==> config.mk <==
export PLATFORM = sky130hd
export DESIGN_NAME = centroid_div_scheduler
export DESIGN_NICKNAME = d
export VERILOG_FILES = /design/src/rtl/kmeans_pkg.sv /design/src/rtl/div_hold_counter.sv /design/src/rtl/centroid_div_scheduler.sv
export SDC_FILE = /design/constraint.sdc
export NUM_CORES = 1
export LEC_CHECK = 0
export CAP_MARGIN = 0
export CELL_PAD_IN_SITES_DETAIL_PLACEMENT = 1
export CELL_PAD_IN_SITES_GLOBAL_PLACEMENT = 1
export CORE_MARGIN = 2
export CORE_UTILIZATION = 33
export CTS_BUF_LIST = sky130_fd_sc_hd__clkbuf_16
export CTS_CLUSTER_SIZE = 20
export DETAILED_ROUTE_END_ITERATION = 8
export MAX_ROUTING_LAYER = met4
export PLACE_DENSITY = 0.95
export SYNTH_ARGS = -nofsm -noshare
export SYNTH_HDL_FRONTEND = slang
export SYNTH_HIERARCHICAL = 1
export SYNTH_SLANG_ARGS = --single-unit
==> constraint.sdc <==
create_clock -name clk -period 3.4 [get_ports clk]
set_input_delay 1.02 -clock clk [delete_from_list [all_inputs] [get_ports clk]]
set_output_delay 1.02 -clock clk [all_outputs]
set_load 0.02 [all_outputs]
==> src/rtl/kmeans_pkg.sv <==
// Shared types and constants for the k-means centroid-update path.
package kmeans_pkg;

  typedef enum logic [2:0] {
    S_IDLE,
    S_RD,
    S_LD,
    S_WAIT,
    S_WR,
    S_DONE
  } state_e;

  localparam int unsigned K_DEF       = 8;
  localparam int unsigned D_DEF       = 7;
  localparam int unsigned SUM_W_DEF   = 32;
  localparam int unsigned CNT_W_DEF   = 16;
  localparam int unsigned COORD_W_DEF = 8;
  localparam int unsigned DIV_LAT_DEF = 4;

  // Clamp an unsigned value to the largest number representable in w bits.
  function automatic logic [63:0] saturate(input logic [63:0] q, input int unsigned w);
    logic [63:0] lim;
    lim = (w >= 64) ? '1 : ((64'(1) << w) - 64'(1));
    return (q > lim) ? lim : q;
  endfunction

endpackage

==> src/rtl/div_hold_counter.sv <==
// Loadable down-counter that times how long the divider inputs are held.
module div_hold_counter #(
  parameter int unsigned W = 2
) (
  input  logic         clk,
  input  logic         rst_n,
  input  logic         load,
  input  logic [W-1:0] load_val,
  input  logic         en,
  output logic         expired_c
);

  logic [W-1:0] cnt_q;

  always_ff @(posedge clk or negedge rst_n) begin
    if (!rst_n) begin
      cnt_q <= '0;
    end else if (load) begin
      cnt_q <= load_val;
    end else if (en && (cnt_q != '0)) begin
      cnt_q <= cnt_q - W'(1);
    end
  end

  assign expired_c = (cnt_q == '0);

endmodule

==> src/rtl/centroid_div_scheduler.sv <==
// Walks every (cluster, dimension) pair, feeds sum/count through the shared divider
// and writes the saturated quotient back as the new centroid coordinate.
module centroid_div_scheduler
  import kmeans_pkg::*;
#(
  parameter int unsigned K             = K_DEF,
  parameter int unsigned D             = D_DEF,
  parameter int unsigned SUM_W         = SUM_W_DEF,
  parameter int unsigned CNT_W         = CNT_W_DEF,
  parameter int unsigned COORD_W       = COORD_W_DEF,
  parameter int unsigned DIV_LAT       = DIV_LAT_DEF,
  parameter bit          ROUND_NEAREST = 1'b0,
  localparam int unsigned KW           = (K > 1) ? $clog2(K) : 1,
  localparam int unsigned DW           = (D > 1) ? $clog2(D) : 1,
  localparam int unsigned AW           = SUM_W + 1
) (
  input  logic               clk,
  input  logic               rst_n,
  input  logic               start,
  output logic               busy,
  output logic               done,
  output logic               sum_rd_en,
  output logic [KW-1:0]      sum_rd_cluster,
  output logic [DW-1:0]      sum_rd_dim,
  input  logic [SUM_W-1:0]   sum_rd_data,
  input  logic [CNT_W-1:0]   cnt_rd_data,
  output logic [AW-1:0]      div_a,
  output logic [AW-1:0]      div_b,
  input  logic [AW-1:0]      div_quotient,
  input  logic               div_by_0,
  output logic               cent_wr_en,
  output logic [KW-1:0]      cent_wr_cluster,
  output logic [DW-1:0]      cent_wr_dim,
  output logic [COORD_W-1:0] cent_wr_data,
  output logic [K-1:0]       empty_mask
);

  localparam int unsigned CW = (DIV_LAT > 1) ? $clog2(DIV_LAT) + 1 : 1;

  state_e             state_q, state_d;
  logic [KW-1:0]      k_q, k_d;
  logic [DW-1:0]      d_q, d_d;
  logic               busy_q, busy_d;
  logic               done_q, done_d;
  logic               rd_en_q, rd_en_d;
  logic [AW-1:0]      div_a_q, div_a_d;
  logic [AW-1:0]      div_b_q, div_b_d;
  logic               wr_en_q, wr_en_d;
  logic [COORD_W-1:0] wr_data_q, wr_data_d;
  logic [K-1:0]       empty_q, empty_d;

  logic               hold_load_c;
  logic               hold_expired_c;
  logic [AW-1:0]      dividend_c;
  logic [COORD_W-1:0] sat_quot_c;

  div_hold_counter #(.W(CW)) u_hold (
    .clk       (clk),
    .rst_n     (rst_n),
    .load      (hold_load_c),
    .load_val  (CW'(DIV_LAT - 1)),
    .en        (state_q == S_WAIT),
    .expired_c (hold_expired_c)
  );

  // Optional half-up rounding is folded into the dividend; AW has one spare bit for the carry.
  assign dividend_c = AW'(sum_rd_data) + (ROUND_NEAREST ? AW'(cnt_rd_data >> 1) : AW'(0));
  assign sat_quot_c = COORD_W'(saturate(64'(div_quotient), COORD_W));

  always_comb begin
    state_d     = state_q;
    k_d         = k_q;
    d_d         = d_q;
    busy_d      = busy_q;
    done_d      = 1'b0;
    rd_en_d     = 1'b0;
    div_a_d     = div_a_q;
    div_b_d     = div_b_q;
    wr_en_d     = 1'b0;
    wr_data_d   = wr_data_q;
    empty_d     = empty_q;
    hold_load_c = 1'b0;
    case (state_q)
      S_IDLE: begin
        if (start) begin
          state_d = S_RD;
          busy_d  = 1'b1;
          rd_en_d = 1'b1;
          k_d     = '0;
          d_d     = '0;
          empty_d = '0;
        end
      end
      S_RD: state_d = S_LD;
      S_LD: begin
        state_d     = S_WAIT;
        div_a_d     = dividend_c;
        div_b_d     = AW'(cnt_rd_data);
        hold_load_c = 1'b1;
      end
      S_WAIT: begin
        // Quotient is sampled on the edge that ends the hold window; WR presents the result.
        if (hold_expired_c) begin
          state_d = S_WR;
          if (div_by_0) begin
            empty_d[k_q] = 1'b1;
          end else begin
            wr_en_d   = 1'b1;
            wr_data_d = sat_quot_c;
          end
        end
      end
      S_WR: begin
        if (d_q == DW'(D - 1)) begin
          d_d = '0;
          if (k_q == KW'(K - 1)) begin
            k_d     = '0;
            state_d = S_DONE;
            busy_d  = 1'b0;
            done_d  = 1'b1;
          end else begin
            k_d     = k_q + KW'(1);
            state_d = S_RD;
            rd_en_d = 1'b1;
          end
        end else begin
          d_d     = d_q + DW'(1);
          state_d = S_RD;
          rd_en_d = 1'b1;
        end
      end
      S_DONE:  state_d = S_IDLE;
      default: state_d = S_IDLE;
    endcase
  end

  always_ff @(posedge clk or negedge rst_n) begin
    if (!rst_n) begin
      state_q   <= S_IDLE;
      k_q       <= '0;
      d_q       <= '0;
      busy_q    <= 1'b0;
      done_q    <= 1'b0;
      rd_en_q   <= 1'b0;
      div_a_q   <= '0;
      div_b_q   <= '0;
      wr_en_q   <= 1'b0;
      wr_data_q <= '0;
      empty_q   <= '0;
    end else begin
      state_q   <= state_d;
      k_q       <= k_d;
      d_q       <= d_d;
      busy_q    <= busy_d;
      done_q    <= done_d;
      rd_en_q   <= rd_en_d;
      div_a_q   <= div_a_d;
      div_b_q   <= div_b_d;
      wr_en_q   <= wr_en_d;
      wr_data_q <= wr_data_d;
      empty_q   <= empty_d;
    end
  end

  assign busy            = busy_q;
  assign done            = done_q;
  assign sum_rd_en       = rd_en_q;
  assign sum_rd_cluster  = k_q;
  assign sum_rd_dim      = d_q;
  assign div_a           = div_a_q;
  assign div_b           = div_b_q;
  assign cent_wr_en      = wr_en_q;
  assign cent_wr_cluster = k_q;
  assign cent_wr_dim     = d_q;
  assign cent_wr_data    = wr_data_q;
  assign empty_mask      = empty_q;

endmodule

==> metrics.sh <==
CAP_VIOL_MAX_COUNT=0
POST_ROUTE_CELLS_DRIVE_ABOVE_1_SHARE_PCT=15.5
TIMING.CRITICAL_PATH.FANOUT_MAX=9
SYNTH.CELL_AREA_SQ_MM=0.00366
SHARE_OF_SYNTHESIZED_AREA_SPENT_ON_MULTIPLEXERS_PCT=15.9
GRT_USE_TOTAL_PCT=16.5
DESIGN.PORTCOUNT=183
CELL_CHOSEN_FOR_THE_CLOCK_ROOT='sky130_fd_sc_hd__clkbuf_16'
WORST_SETUP_PATH_STARTPOINT='cent_wr_cluster[1]'
CP.ARRIVAL_NS=1.49
GRT_START_MAX_NET_PINS=81
LAYOUT_WORST_PATH_CYCLE_SHARE_PCT=73.8
CLKSLEWWORSTSETUPHOLDPATHS_NS=0.06
POWER_PER_CELL_AREA_mW_PER_MM2=901
CLOCKBUFFERDEPTH=2
SYNTHESIS.INSTANCES=291
DIE_WIDTH_UM=109
ANT_NETS=0
FMAX_MHz=398
FINALSETUPTNS_NS=0
CP_SLOWEST_CELL='sky130_fd_sc_hd__clkdlybuf4s50_1'
SYNTH_TOP_FLOP_CELL='sky130_fd_sc_hd__dfrtp_1'
CTS_POST_SETUP_BUFFERS_INSERTED=0
DIE_HEIGHT_UM=109
GRT_FIRST_PASS_WIRELENGTH_UM=14800
CRITPATHBUFINV=1
VDD_DROP_MAX_uV=445
SYNTHESIZED_AREA_FRACTION_OCCUPIED_BY_AO_OA_AOI_AND_OAI_CELLS_PCT=9.05
TRITONCTS.NUM_BUFFERS=9
CRITICAL_PATH.TOP_DELAY_FAMILY='buffers and inverters'
IO_BUFFER_COUNT=164
MAX-SLEW-MARGIN-REL_PCT=33.5
EDFF_COUNT_SYNTH=0
VIA_COUNT_OF_THE_FIRST_GLOBAL_ROUTING_PASS=3007
R2R-END='div_a[28]'
DESIGN.FINAL.NETS=537
WORST_R2R_PATH_DEPTH=4
FIN_WS_NS=0.889
DRT_FIRST_ITER_VIOLATIONS=119
POST_CTS_RESIZED=0
YOSYSWARNINGCOUNT=6
YS_SEQ_ELEMENTS=80
SYNTH_TOP_FAMILY_BY_AREA='multiplexers'
POST_SYNTH_FA_HA_MAJ_AREA_FRACTION_PCT=1.37
FINALPOWER_mW=5.00
ANTENNADIODECOUNT=0
SYNTHTOLAYOUTAREAGROWTH_PCT=51.5
SEQ_AREA_FRAC_SYNTH_PCT=54.6
CRITICAL_PATH.CELL_CHAIN='clkdlybuf4s50_1'
GLOBALROUTE.TOTALOVERFLOW=0
TIMING.REG2REG.SETUP_SLACK_NS=1.29
CRITICAL_PATH_CELL_COUNT=1
DP.FINAL_HPWL_UM=7310
DRT_WL_TOTAL_UM=9600
DRC_ERRORS=0
TRITONCTS_CLOCK_TREE='built'
XOR_XNOR_CELL_AREA_SHARE_OF_THE_YOSYS_NETLIST_PCT=0
CTS.HTREE.LEVELS=3
OUTCOME='finished, final reports clean'
REG2REG_FROM='state_q[1]'
WORST_SKEW_PAIR.LATE_LATENCY_NS=0.33
REPORT.FINAL.SLEW_VIOL_COUNT=0
START_KIND='register'
FLOORPLAN.INITIALDENSITY_PCT=33.8
TIMING.FINAL.HOLD_VIOLATIONS=0
POSTSYNTHAREAPERCELL_SQ_UM=12.6
DPL-INSTANCE-AREA_SQ_MM=0.00530
SYNTH_SIMPLE_GATE_AREA_SHARE_PCT=8.67
WORST-SLEW-PIN-TRANSITION_NS=0.997
CRITPATHCAPTURE='cent_wr_cluster[1]'
POWER_LEAKAGE_nW=2.31
HOLD_PATH_CLASS='register to register'
PLACE_WS_NS=0.862
FP-ROW-COUNT=38
HOLD_PATH_DEPTH=1
TIMING.HOLD.WS_NS=0.487
DETAILEDROUTE.FIRSTPASSITERATIONCOUNT=4
TIMING.SETUP.CRITICAL_PATH_CLASS='register to primary output'
SETUP_SKEW_AFTER_LAYOUT_NS=0.00719
CRIT_PATH_MAX_INCR_DELAY_NS=0.66
CTS_SINKS=80
VIAS_AFTER_DETAILED_ROUTING=2785
CTS_HOLD_REPAIR.BUFFERS=0
END_KIND='primary output'
PLACE_CONGESTION=0.735
INITIAL_ANTENNA_VIOLATION_COUNT=0
DIE-AREA_SQ_MM=0.0120
RSZ0062_AT_GRT='false'
REPORT.FINAL.SETUP_VIOL=0
STDCELL_AREA_SQ_MM=0.00555
WL_PER_CELL_UM=16.2
FLOORPLAN_CORE_AREA_SQ_MM=0.0108
REQUIRED_NS=2.38
YOSYS.CELL_TYPES.COUNT=46
VIAS_PER_CELL=4.70
PERIOD_NEEDED_NS=2.51
ASYNC_FLOP_SHARE_PCT=100
[cells in the mapped netlist (2+ instances only)]
cell type	number	area, sq um
sky130_fd_sc_hd__dfrtp_1	80	2000
sky130_fd_sc_hd__and3b_1	2	17.5
sky130_fd_sc_hd__o311ai_1	2	17.5
sky130_fd_sc_hd__conb_1	2	7.51
sky130_fd_sc_hd__o2111ai_1	2	17.5
sky130_fd_sc_hd__buf_1	3	11.3
sky130_fd_sc_hd__a31oi_1	2	12.5
sky130_fd_sc_hd__o211ai_1	7	52.6
sky130_fd_sc_hd__clkbuf_1	2	7.51
sky130_fd_sc_hd__inv_1	22	82.6
sky130_fd_sc_hd__buf_2	3	15.0
sky130_fd_sc_hd__and4_1	2	17.5
sky130_fd_sc_hd__a41oi_1	8	70.1
sky130_fd_sc_hd__mux2_2	48	541
sky130_fd_sc_hd__nor2_1	6	22.5
sky130_fd_sc_hd__mux2_1	2	22.5
sky130_fd_sc_hd__ha_1	4	50.1
sky130_fd_sc_hd__or4b_1	3	30.0
sky130_fd_sc_hd__nand2_1	7	26.3
sky130_fd_sc_hd__mux2i_1	2	20.0
sky130_fd_sc_hd__buf_4	28	210
sky130_fd_sc_hd__nor4_1	5	31.3
sky130_fd_sc_hd__a32o_1	2	20.0
sky130_fd_sc_hd__nor2b_1	5	31.3
sky130_fd_sc_hd__buf_6	4	45.0
sky130_fd_sc_hd__a21o_1	2	15.0
sky130_fd_sc_hd__a21oi_1	17	85.1
[registers in the layout, summed over array words and instances, names as in the netlist, 3 cells and up]
register / flops
cent_wr_dim: 3
empty_mask: 8
u_hold/cnt_q: 3
cent_wr_cluster: 3
cent_wr_data: 8
div_b: 16
state_q: 3
div_a: 32
[how the worst min path moves through the flow]
stage,startpoint,to,slack (ns)
finish,div_a[30],div_a[30],0.49
global route,div_a[30],div_a[30],0.51
CTS,div_a[30],div_a[30],0.49
detailed placement,div_a[30],div_a[30],0.48
global placement,div_a[30],div_a[30],0.47
floorplan,u_hold/cnt_q[1],u_hold/cnt_q[1],0.54
[layer usage]
metal	part of all wire, %	wire [um]	vias up	GRT usage, %
met1	40	3860	1345	18.1
met3	7.7	739	13	4.39
met2	51	4850	131	29.1
met5	0	0	-	-
li1	-	-	1296	-
met4	1.5	148	0	5.88
[placed cells by master, fill, tap and decap left out, types with 3 or more instances in the layout]
cell type                         count
sky130_fd_sc_hd__o211ai_1             7
sky130_fd_sc_hd__nand2_1              7
sky130_fd_sc_hd__buf_4                3
sky130_fd_sc_hd__nor2b_1              5
sky130_fd_sc_hd__or4b_1               3
sky130_fd_sc_hd__a21oi_1             17
sky130_fd_sc_hd__inv_1               23
sky130_fd_sc_hd__conb_1              21
sky130_fd_sc_hd__a41oi_1              8
sky130_fd_sc_hd__mux2_2              48
sky130_fd_sc_hd__nor2_1               6
sky130_fd_sc_hd__clkdlybuf4s50_1    163
sky130_fd_sc_hd__ha_1                 4
sky130_fd_sc_hd__clkbuf_16            9
sky130_fd_sc_hd__dfrtp_1             80
sky130_fd_sc_hd__nor4_1               5
[per-stage QoR]
| stage | utilization (%) | std cells |
|---|---|---|
| 2_1_floorplan | - | 310 |
| 3_3_place_gp | 48.8 | 577 |
| 3_5_place_dp | 48.8 | 577 |
| 4_1_cts | 51.2 | 592 |
| 5_1_grt | 51.2 | 592 |
| 6_report | 51.2 | 592 |
[logic make-up (layout without fill, tap and decap cells)]
family | Yosys count | after routing
flip-flops | 80 | 80
buffers and inverters | 62 | 204
multiplexers | 52 | 52
AO/OA/AOI/OAI | 47 | 47
AND/OR/NAND/NOR | 44 | 44
adder cells (fa/ha/maj) | 4 | 4
other | 2 | 21
[power by group]
part           total (mW)  internal, mW  switching (mW)  leakage (nW)
Combinational        2.49          1.31            1.18          1.23
Clock               0.835         0.479           0.356         0.127
Sequential           1.68          1.38           0.302         0.955
[area by class of cell]
type / count / area, sq um
clock buffer: 9 / 225
clock inverter: 6 / 28.8
fill: 1118 / 5290
inverter: 22 / 82.6
multi-input combinational: 168 / 1360
sequential: 80 / 2000
tap: 140 / 175
timing repair buffer: 167 / 1670
No activity file was read; power rests on OpenSTA's default activity.
